`config.mk`:
```
export PLATFORM = sky130hd
export DESIGN_NAME = f1_light_sequencer
export DESIGN_NICKNAME = d
export VERILOG_FILES = /design/src/rtl/f1_pkg.sv /design/src/rtl/f1_lfsr.sv /design/src/rtl/f1_light_sequencer.sv
export SDC_FILE = /design/constraint.sdc
export NUM_CORES = 1
export LEC_CHECK = 0
export ABC_AREA = 1
export CELL_PAD_IN_SITES_DETAIL_PLACEMENT = 0
export CELL_PAD_IN_SITES_GLOBAL_PLACEMENT = 1
export CORE_MARGIN = 2
export CORE_UTILIZATION = 37
export DETAILED_ROUTE_END_ITERATION = 8
export GPL_ROUTABILITY_DRIVEN = 0
export PLACE_DENSITY = 0.77
export SETUP_SLACK_MARGIN = 0.02
export SYNTH_ARGS = -nofsm -noshare
export SYNTH_HDL_FRONTEND = slang
export SYNTH_SLANG_ARGS = --single-unit
```
`constraint.sdc`:
```
create_clock -name sysclk -period 1.8 [get_ports sysclk]
set_input_delay 0.36 -clock sysclk [delete_from_list [all_inputs] [get_ports sysclk]]
set_output_delay 0.36 -clock sysclk [all_outputs]
set_load 0.005 [all_outputs]
```
`src/rtl/f1_pkg.sv`:
```
// Shared constants for the F1 reaction-challenge light sequencer.
package f1_pkg;

   typedef enum logic [2:0] {
      ST_IDLE         = 3'd0,
      ST_LIGHTING     = 3'd1,
      ST_HOLD         = 3'd2,
      ST_OUT          = 3'd3,
      ST_WAIT_RELEASE = 3'd4
   } state_t;

   localparam int          LFSR_W        = 14;
   // x^14 + x^13 + x^12 + x^2 + 1 -> feedback from bits 13, 12, 11, 1
   localparam logic [13:0] LFSR_TAPS     = 14'h3802;
   localparam logic [13:0] LFSR_SEED_DEF = 14'h2A5F;

   localparam int N_LEDS_DEF     = 10;
   localparam int BIT_SZ_DEF     = 14;
   localparam int STEP_TICKS_DEF = 500;

endpackage

```
`src/rtl/f1_lfsr.sv`:
```
// Free-running Fibonacci LFSR; a zero seed is replaced by 1 so it can never lock up.
module f1_lfsr
   import f1_pkg::*;
#(
   parameter int           W    = LFSR_W,
   parameter logic [W-1:0] TAPS = LFSR_TAPS,
   parameter logic [W-1:0] SEED = LFSR_SEED_DEF
) (
   input  logic         sysclk,
   input  logic         rst,
   output logic [W-1:0] q
);

   localparam logic [W-1:0] SEED_G = (SEED == '0) ? W'(1) : SEED;

   logic [W-1:0] r_q;
   logic         w_fb;

   assign w_fb = ^(r_q & TAPS);
   assign q    = r_q;

   always_ff @(posedge sysclk or posedge rst) begin
      if (rst) r_q <= SEED_G;
      else     r_q <= {r_q[W-2:0], w_fb};
   end

endmodule

```
`src/rtl/f1_light_sequencer.sv`:
```
// Lights the gantry lamp by lamp, arms the random delay stage, and blanks the
// lamps with a lights_out pulse when the delay stage times out.
module f1_light_sequencer
   import f1_pkg::*;
#(
   parameter int                N_LEDS     = N_LEDS_DEF,
   parameter int                BIT_SZ     = BIT_SZ_DEF,
   parameter int                STEP_TICKS = STEP_TICKS_DEF,
   parameter logic [LFSR_W-1:0] LFSR_SEED  = LFSR_SEED_DEF
) (
   input  logic              sysclk,
   input  logic              rst,
   input  logic              tick,
   input  logic              start,
   input  logic              time_out,
   output logic              delay_trigger,
   output logic [BIT_SZ-1:0] delay_n,
   output logic [N_LEDS-1:0] ledr,
   output logic              lights_out,
   output logic              busy,
   output logic [2:0]        state
);

   localparam int STEP_W = (STEP_TICKS > 1) ? $clog2(STEP_TICKS) : 1;
   localparam int LIT_W  = $clog2(N_LEDS + 1);

   state_t              r_state,   w_state_nxt;
   logic [STEP_W-1:0]   r_step,    w_step_nxt;
   logic [LIT_W-1:0]    r_lit,     w_lit_nxt;
   logic [N_LEDS-1:0]   r_ledr,    w_ledr_nxt;
   logic                r_trig,    w_trig_nxt;
   logic [BIT_SZ-1:0]   r_dn,      w_dn_nxt;
   logic                r_lo,      w_lo_nxt;
   logic                r_start_d;
   logic                w_rise;
   logic [N_LEDS-1:0]   w_ledr_shift;
   logic [LFSR_W-1:0]   w_lfsr;

   f1_lfsr #(
      .W    (LFSR_W),
      .TAPS (LFSR_TAPS),
      .SEED (LFSR_SEED)
   ) u_lfsr (
      .sysclk (sysclk),
      .rst    (rst),
      .q      (w_lfsr)
   );

   generate
      if (N_LEDS == 1) begin : g_one
         assign w_ledr_shift = 1'b1;
      end else begin : g_many
         assign w_ledr_shift = {r_ledr[N_LEDS-2:0], 1'b1};
      end
   endgenerate

   assign w_rise        = start & ~r_start_d;
   assign delay_trigger = r_trig;
   assign delay_n       = r_dn;
   assign ledr          = r_ledr;
   assign lights_out    = r_lo;
   assign state         = r_state;
   assign busy          = (r_state != ST_IDLE);

   always_ff @(posedge sysclk or posedge rst) begin
      if (rst) begin
         r_state   <= ST_IDLE;
         r_step    <= '0;
         r_lit     <= '0;
         r_ledr    <= '0;
         r_trig    <= 1'b0;
         r_dn      <= '0;
         r_lo      <= 1'b0;
         r_start_d <= 1'b0;
      end else begin
         r_state   <= w_state_nxt;
         r_step    <= w_step_nxt;
         r_lit     <= w_lit_nxt;
         r_ledr    <= w_ledr_nxt;
         r_trig    <= w_trig_nxt;
         r_dn      <= w_dn_nxt;
         r_lo      <= w_lo_nxt;
         r_start_d <= start;
      end
   end

   always_comb begin
      w_state_nxt = r_state;
      w_step_nxt  = r_step;
      w_lit_nxt   = r_lit;
      w_ledr_nxt  = r_ledr;
      w_trig_nxt  = r_trig;
      w_dn_nxt    = r_dn;
      w_lo_nxt    = 1'b0;
      case (r_state)
         ST_IDLE: begin
            if (w_rise) begin
               w_state_nxt = ST_LIGHTING;
               w_step_nxt  = '0;
               w_lit_nxt   = '0;
               w_ledr_nxt  = '0;
            end
         end
         ST_LIGHTING: begin
            if (tick) begin
               if (r_step != STEP_W'(STEP_TICKS - 1)) begin
                  w_step_nxt = r_step + 1'b1;
               end else begin
                  w_step_nxt = '0;
                  if (r_lit < LIT_W'(N_LEDS)) begin
                     w_ledr_nxt = w_ledr_shift;
                     w_lit_nxt  = r_lit + 1'b1;
                  end else begin
                     // one extra step after the last lamp before arming the delay
                     w_dn_nxt    = w_lfsr[BIT_SZ-1:0];
                     w_trig_nxt  = 1'b1;
                     w_state_nxt = ST_HOLD;
                  end
               end
            end
         end
         ST_HOLD: begin
            if (time_out) begin
               w_ledr_nxt  = '0;
               w_lo_nxt    = 1'b1;
               w_trig_nxt  = 1'b0;
               w_state_nxt = ST_OUT;
            end
         end
         ST_OUT:          w_state_nxt = ST_WAIT_RELEASE;
         ST_WAIT_RELEASE: if (!start) w_state_nxt = ST_IDLE;
         default:         w_state_nxt = ST_IDLE;
      endcase
   end

endmodule
```
# ---- After elaboration in Yosys (flattened, before gate mapping)
# Index checks and enable logic that the tools add are counted.
dict set report classes {
  shift 0
  reduce_logical 12
  div 0
  multipliers 0
  n_addsub 2
  eq_ne 12
  order_cmp 1
  n_mux 29
  bitwise 4
}
# op count
set op_table {}
lappend op_table {{$mux W10} 5}
lappend op_table {{$pmux W10 S3} 1}
lappend op_table {{$mux W9} 3}
lappend op_table {{$mux W3} 6}
lappend op_table {{$pmux W9 S2} 1}
lappend op_table {{$mux W4} 4}
lappend op_table {{$pmux W3 S5} 1}
lappend op_table {{$ne A2 B2 Y1 const B} 7}
lappend op_table {{$reduce_xor A14 Y1} 1}
lappend op_table {{$reduce_and A6 Y1} 2}
lappend op_table {{$reduce_and A5 Y1} 2}
lappend op_table {{$add A9 B1 Y9 const B} 1}
lappend op_table {{$ne A9 B9 Y1 const B} 1}
lappend op_table {{$pmux W4 S2} 1}
lappend op_table {{$eq A3 B2 Y1 const B} 2}
lappend op_table {{$mux W1} 6}
lappend op_table {{$reduce_bool A3 Y1} 2}
lappend op_table {{$add A4 B1 Y4 const B} 1}
lappend op_table {{$lt A4 B4 Y1 const B} 1}
lappend op_table {{$reduce_and A4 Y1} 1}
lappend op_table {{$reduce_bool A2 Y1} 2}
lappend op_table {{$eq A3 B1 Y1 const B} 1}
lappend op_table {{$eq A3 B3 Y1 const B} 1}
lappend op_table {{$logic_not A3 Y1} 1}
lappend op_table {{other kinds (4)} 6}
dict set report totals {
  romBits 0
  register_bits 57
  word_cells 69
  out_inout_bits 30
  ram_bits 0
  mem_count 0
  latch_bits 0
  inputBits 5
}

# ---- Longest topological paths before layout
dict set report logic_depth {
  ltp_word 5
  mapped_depth 9
  depth_no_buf 9
}

# ---- Modules after synthesis
# A second synthesis with hierarchy kept.
dict set report hier_totals {
  cells_unflattened 318
  hier_area_um2 2691.3
}
# module area_each_um2 seq_area_each_um2 instances cells_each
set modules_own_cells {}
lappend modules_own_cells {f1_light_sequencer 2262.2 1076.0 1 288}
lappend modules_own_cells {f1_lfsr 429.2 361.6 1 30}

# ---- Worst setup path after synthesis
# Ideal clock, no wire load.
dict set report synth_timing {
  path_type {register to register}
  from {reg r_step[0]}
  to {reg r_ledr[0] (netlist: ledr[0])}
  arrival_ps 1431
  setup_time_ps 117
  path_buffers 0
  period_less_slack_ps 1547
  t_required_ps 1683
  path_slack_ps 253
  stages_incl_launch_ff 9
  cell_sequence {dfrtp_1 -> ha_1 -> nand2_1 -> nor2_4 -> nand2_2 -> a21boi_4 -> nand2_2 -> nand2_1 -> nand2_1}
}
dict set report synth_via {
  elab_chain_len 3
}
# item line_no
set synth_rtl {}
lappend synth_rtl {{start: declaration} f1_light_sequencer.sv:28} ;# logic [STEP_W-1:0] r_step, w_step_nxt;
lappend synth_rtl {{start signal: assignment} f1_light_sequencer.sv:77} ;# r_step <= w_step_nxt;
lappend synth_rtl {{$ne A9 B9 Y1} f1_light_sequencer.sv:106} ;# if (r_step != STEP_W'(STEP_TICKS - 1)) begin
lappend synth_rtl {{$ne A2 B2 Y1 (no line)} -}
lappend synth_rtl {{$reduce_and A6 Y1 (no line)} -}
lappend synth_rtl {{end signal: assignment} f1_light_sequencer.sv:79} ;# r_ledr <= w_ledr_nxt;
lappend synth_rtl {{end: declaration} f1_light_sequencer.sv:30} ;# logic [N_LEDS-1:0] r_ledr, w_ledr_nxt;
# Every way passes these cells.
# A chain may end at the register's enable or synchronous reset.

# ---- Worst setup path in the final report
dict set report layout_timing {
  from {reg r_state[0] (netlist: state[0])}
  to {out state[0]}
}
# item line_no
set layout_lines {}
lappend layout_lines {{start: declaration} f1_light_sequencer.sv:27} ;# state_t r_state, w_state_nxt;
lappend layout_lines {{start signal: assignment} f1_light_sequencer.sv:76} ;# r_state <= w_state_nxt;
lappend layout_lines {{end: declaration} f1_light_sequencer.sv:21} ;# output logic [2:0] state
# No word-level cell between the ends.

==> flow_summary.yaml <==
run_status:
  status: "finished, final reports clean"
placement:
  dp_hpwl_um: 3460
  place_area_um2: 3200
  numPortBuffers: 34
clocking:
  cts.sinks: 57
  cts-root-buf: "clkbuf_8"
  htreeDepth: 3
  cts-buffers-inserted: 9
  clock_path_buffers: 2
  clock_latency_ns: 0.33
  cts_tree: "done"
  path_clk_slew_ns: 0.07
finish:
  drive_gt1_share_pct: 16.8
  multi_input_area_um2: 1010
  fin_nets: 382
  antenna_cells: 0
  most-common-layout-cells: "100 x nand2_1, 46 x dfrtp_1, 40 x inv_1"
  syn_to_final_growth_pct: 30.2
  nFillCells: 651
  final_util_pct: 50.4
  final_common_cell: "nand2_1"
  regArea_um2: 1440
  stdcell_area_um2: 3460
timing:
  fin_skew_ns: 0.00550
  max_freq_mhz: 582
  final.period_utilization_pct: 95.5
  slew_violations: 0
  hold_viol: 0
  max-slew-margin-rel_pct: 70.3
  grt_setup_unrepaired: "no"
  period_needed_ns: 1.72
  fin_setup_tns_ns: 0
  tightest_slew_ns: 0.441
  setup_viol: 0
worst_setup_path:
  critPathLaunchType: "register"
  cp-end-kind: "output port"
  crit_fanout: 5
  crit_required_ns: 1.44
  worstSetupPathType: "register to output port"
  crit_arrival_ns: 1.36
yosys:
  synthFlopType: "dfrtp_1"
  synth_fa_ha_area_share_pct: 0.942
  ys_warn_count: 0
  async_flop_share_pct: 100
  synth-xor-area-share_pct: 1.98
  muxShareOfSynthArea_pct: 0
  avgSynthCellArea_um2: 8.41
  synth_top_family_by_area: "simple AND/OR/NAND/NOR gates"
  synth.distinct_cells: 26
  ys_ff_latch: 57
  synth_fp_nets: 323
  synth_edf_count: 0
  synthCells: 316
  synth_compound_area_share_pct: 5.32
  ys_seq_area_share_pct: 54.1
  synthSimpleGateAreaFrac_pct: 29.8
  syn-cell-area_um2: 2660
routing:
  num_vias: 2097
  post_drt_via_cell_ratio: 4.41
  drt_first_pass_iters: 4
  drc: 0
  post_drt_wl_per_cell_um: 11.0
  met3WireLength_um: 203
  ant_nets: 0
  drt-met1-wl_um: 2560
  top_layer: "met4"
  drt_iter0_drc: 73
  wl_met2_um: 2390
  routed_wl_um: 5230
global_route:
  grt_util_all_layers_pct: 15.2
  grt_pass1_vias: 2016
  gr-total-overflow: 0
  antenna_found_initial: 0
  grt_pass1_wl_um: 9150
  grt_max_degree: 58
run:
  cap_violations: 0
die:
  io_pins: 35
  coreArea_um2: 6870
  die_y_um: 88.8
  initial_utilization_pct: 38.7
  fp.dieArea_um2: 7880
  die_x_um: 88.8
  rows: 30
power_and_ir_drop:
  p_leak_nw: 1.63
  ir_drop_uv: 651
  pwr_density_cell_nw_per_um2: 1270
worst_hold_path:
  holdCritPathClass: "register to register"
## where the power goes
group          internal [mW]  leakage (nW)  switching, mW
Combinational          0.710         0.783          0.962
Clock                  0.678        0.0985          0.526
Sequential              1.41         0.748          0.112
## critical path: stages, from the launching register on
cell,delay [ns]
dfrtp_2,0.41
buf_4,0.13
clkdlybuf4s50_1,0.48
## what timing repair did
action	4_1_cts	5_1_grt
hold endpoints to repair	0	0
setup endpoints to repair	2	7
hold buffers	0	0
buffers inserted	4	3
gates resized for setup	2	2
pin swaps	1	1
## logic make-up (layout without fill, tap and decap cells)
family / after synthesis / in the layout
AO/OA/AOI/OAI: 25 / 25
XOR/XNOR: 6 / 6
adder cells (fa/ha/maj): 2 / 2
buffers and inverters: 49 / 113
flip-flops: 57 / 57
AND/OR/NAND/NOR: 177 / 177
## cell type report
cell class	count	area share, %
clock buffers	10	3.98
clock inverters	6	1.95
inverters	42	4.56
multi-input cells	210	29.2
flip-flops and latches	57	41.6
well taps	96	3.47
repair buffers	55	15.2
## registers in the layout, indices dropped and copies added (netlist names)
name and flops:
state 3, ledr 10, delay_n 14, r_lit 4, u_lfsr.q 14, lights_out 1
r_step 9, delay_trigger 1, r_start_d 1
## Yosys cell counts, types with 3 or more instances
master	n	area share [%]
nand2_1	100	14
nand3_1	33	6.2
dfstp_2	9	8.9
nor2_1	32	4.5
xnor2_1	3	0.99
o21ai_0	18	3.4
nand2_2	3	0.71
xor2_1	3	0.99
o21ai_1	4	0.75
nor2_4	4	1.7
inv_1	41	5.8
dfrtp_1	48	45
## per-stage QoR
step | instances | setup slack (ns) | hold slack (ns) | total power [mW]
6_report | 476 | 0.0818 | 0.369 | 4.40
3_3_place_gp | 453 | 0.109 | 0.358 | 3.10
5_1_grt | 476 | 0.0179 | 0.374 | 4.72
4_1_cts | 473 | 0.0205 | 0.369 | 4.39
3_5_place_dp | 453 | 0.0748 | 0.357 | 3.10
2_1_floorplan | 316 | 0.0553 | 0.354 | 2.55
## path summary, 6_finish.rpt
path	from	end	slack, ns	cells past startpoint
worst max register to register	state[2]	r_step[0]	0.15	8
worst min register to register	u_lfsr.q[3]	u_lfsr.q[4]	0.37	0
worst min-delay path	u_lfsr.q[3]	u_lfsr.q[4]	0.37	0
worst max-delay path	state[0]	state[0]	0.08	2
max in group asynchronous	rst	u_lfsr.q[11]	1.11	3
min in group asynchronous	rst	r_step[7]	0.39	3
## layer usage
| layer | track usage [%] | up-vias |
|---|---|---|
| met1 | 20.2 | 961 |
| met3 | 4.66 | 9 |
| met4 | 5.37 | 0 |
| li1 | - | 1093 |
| met2 | 23.5 | 34 |
| met5 | 0 | - |
(Power assumes the default switching activity.)
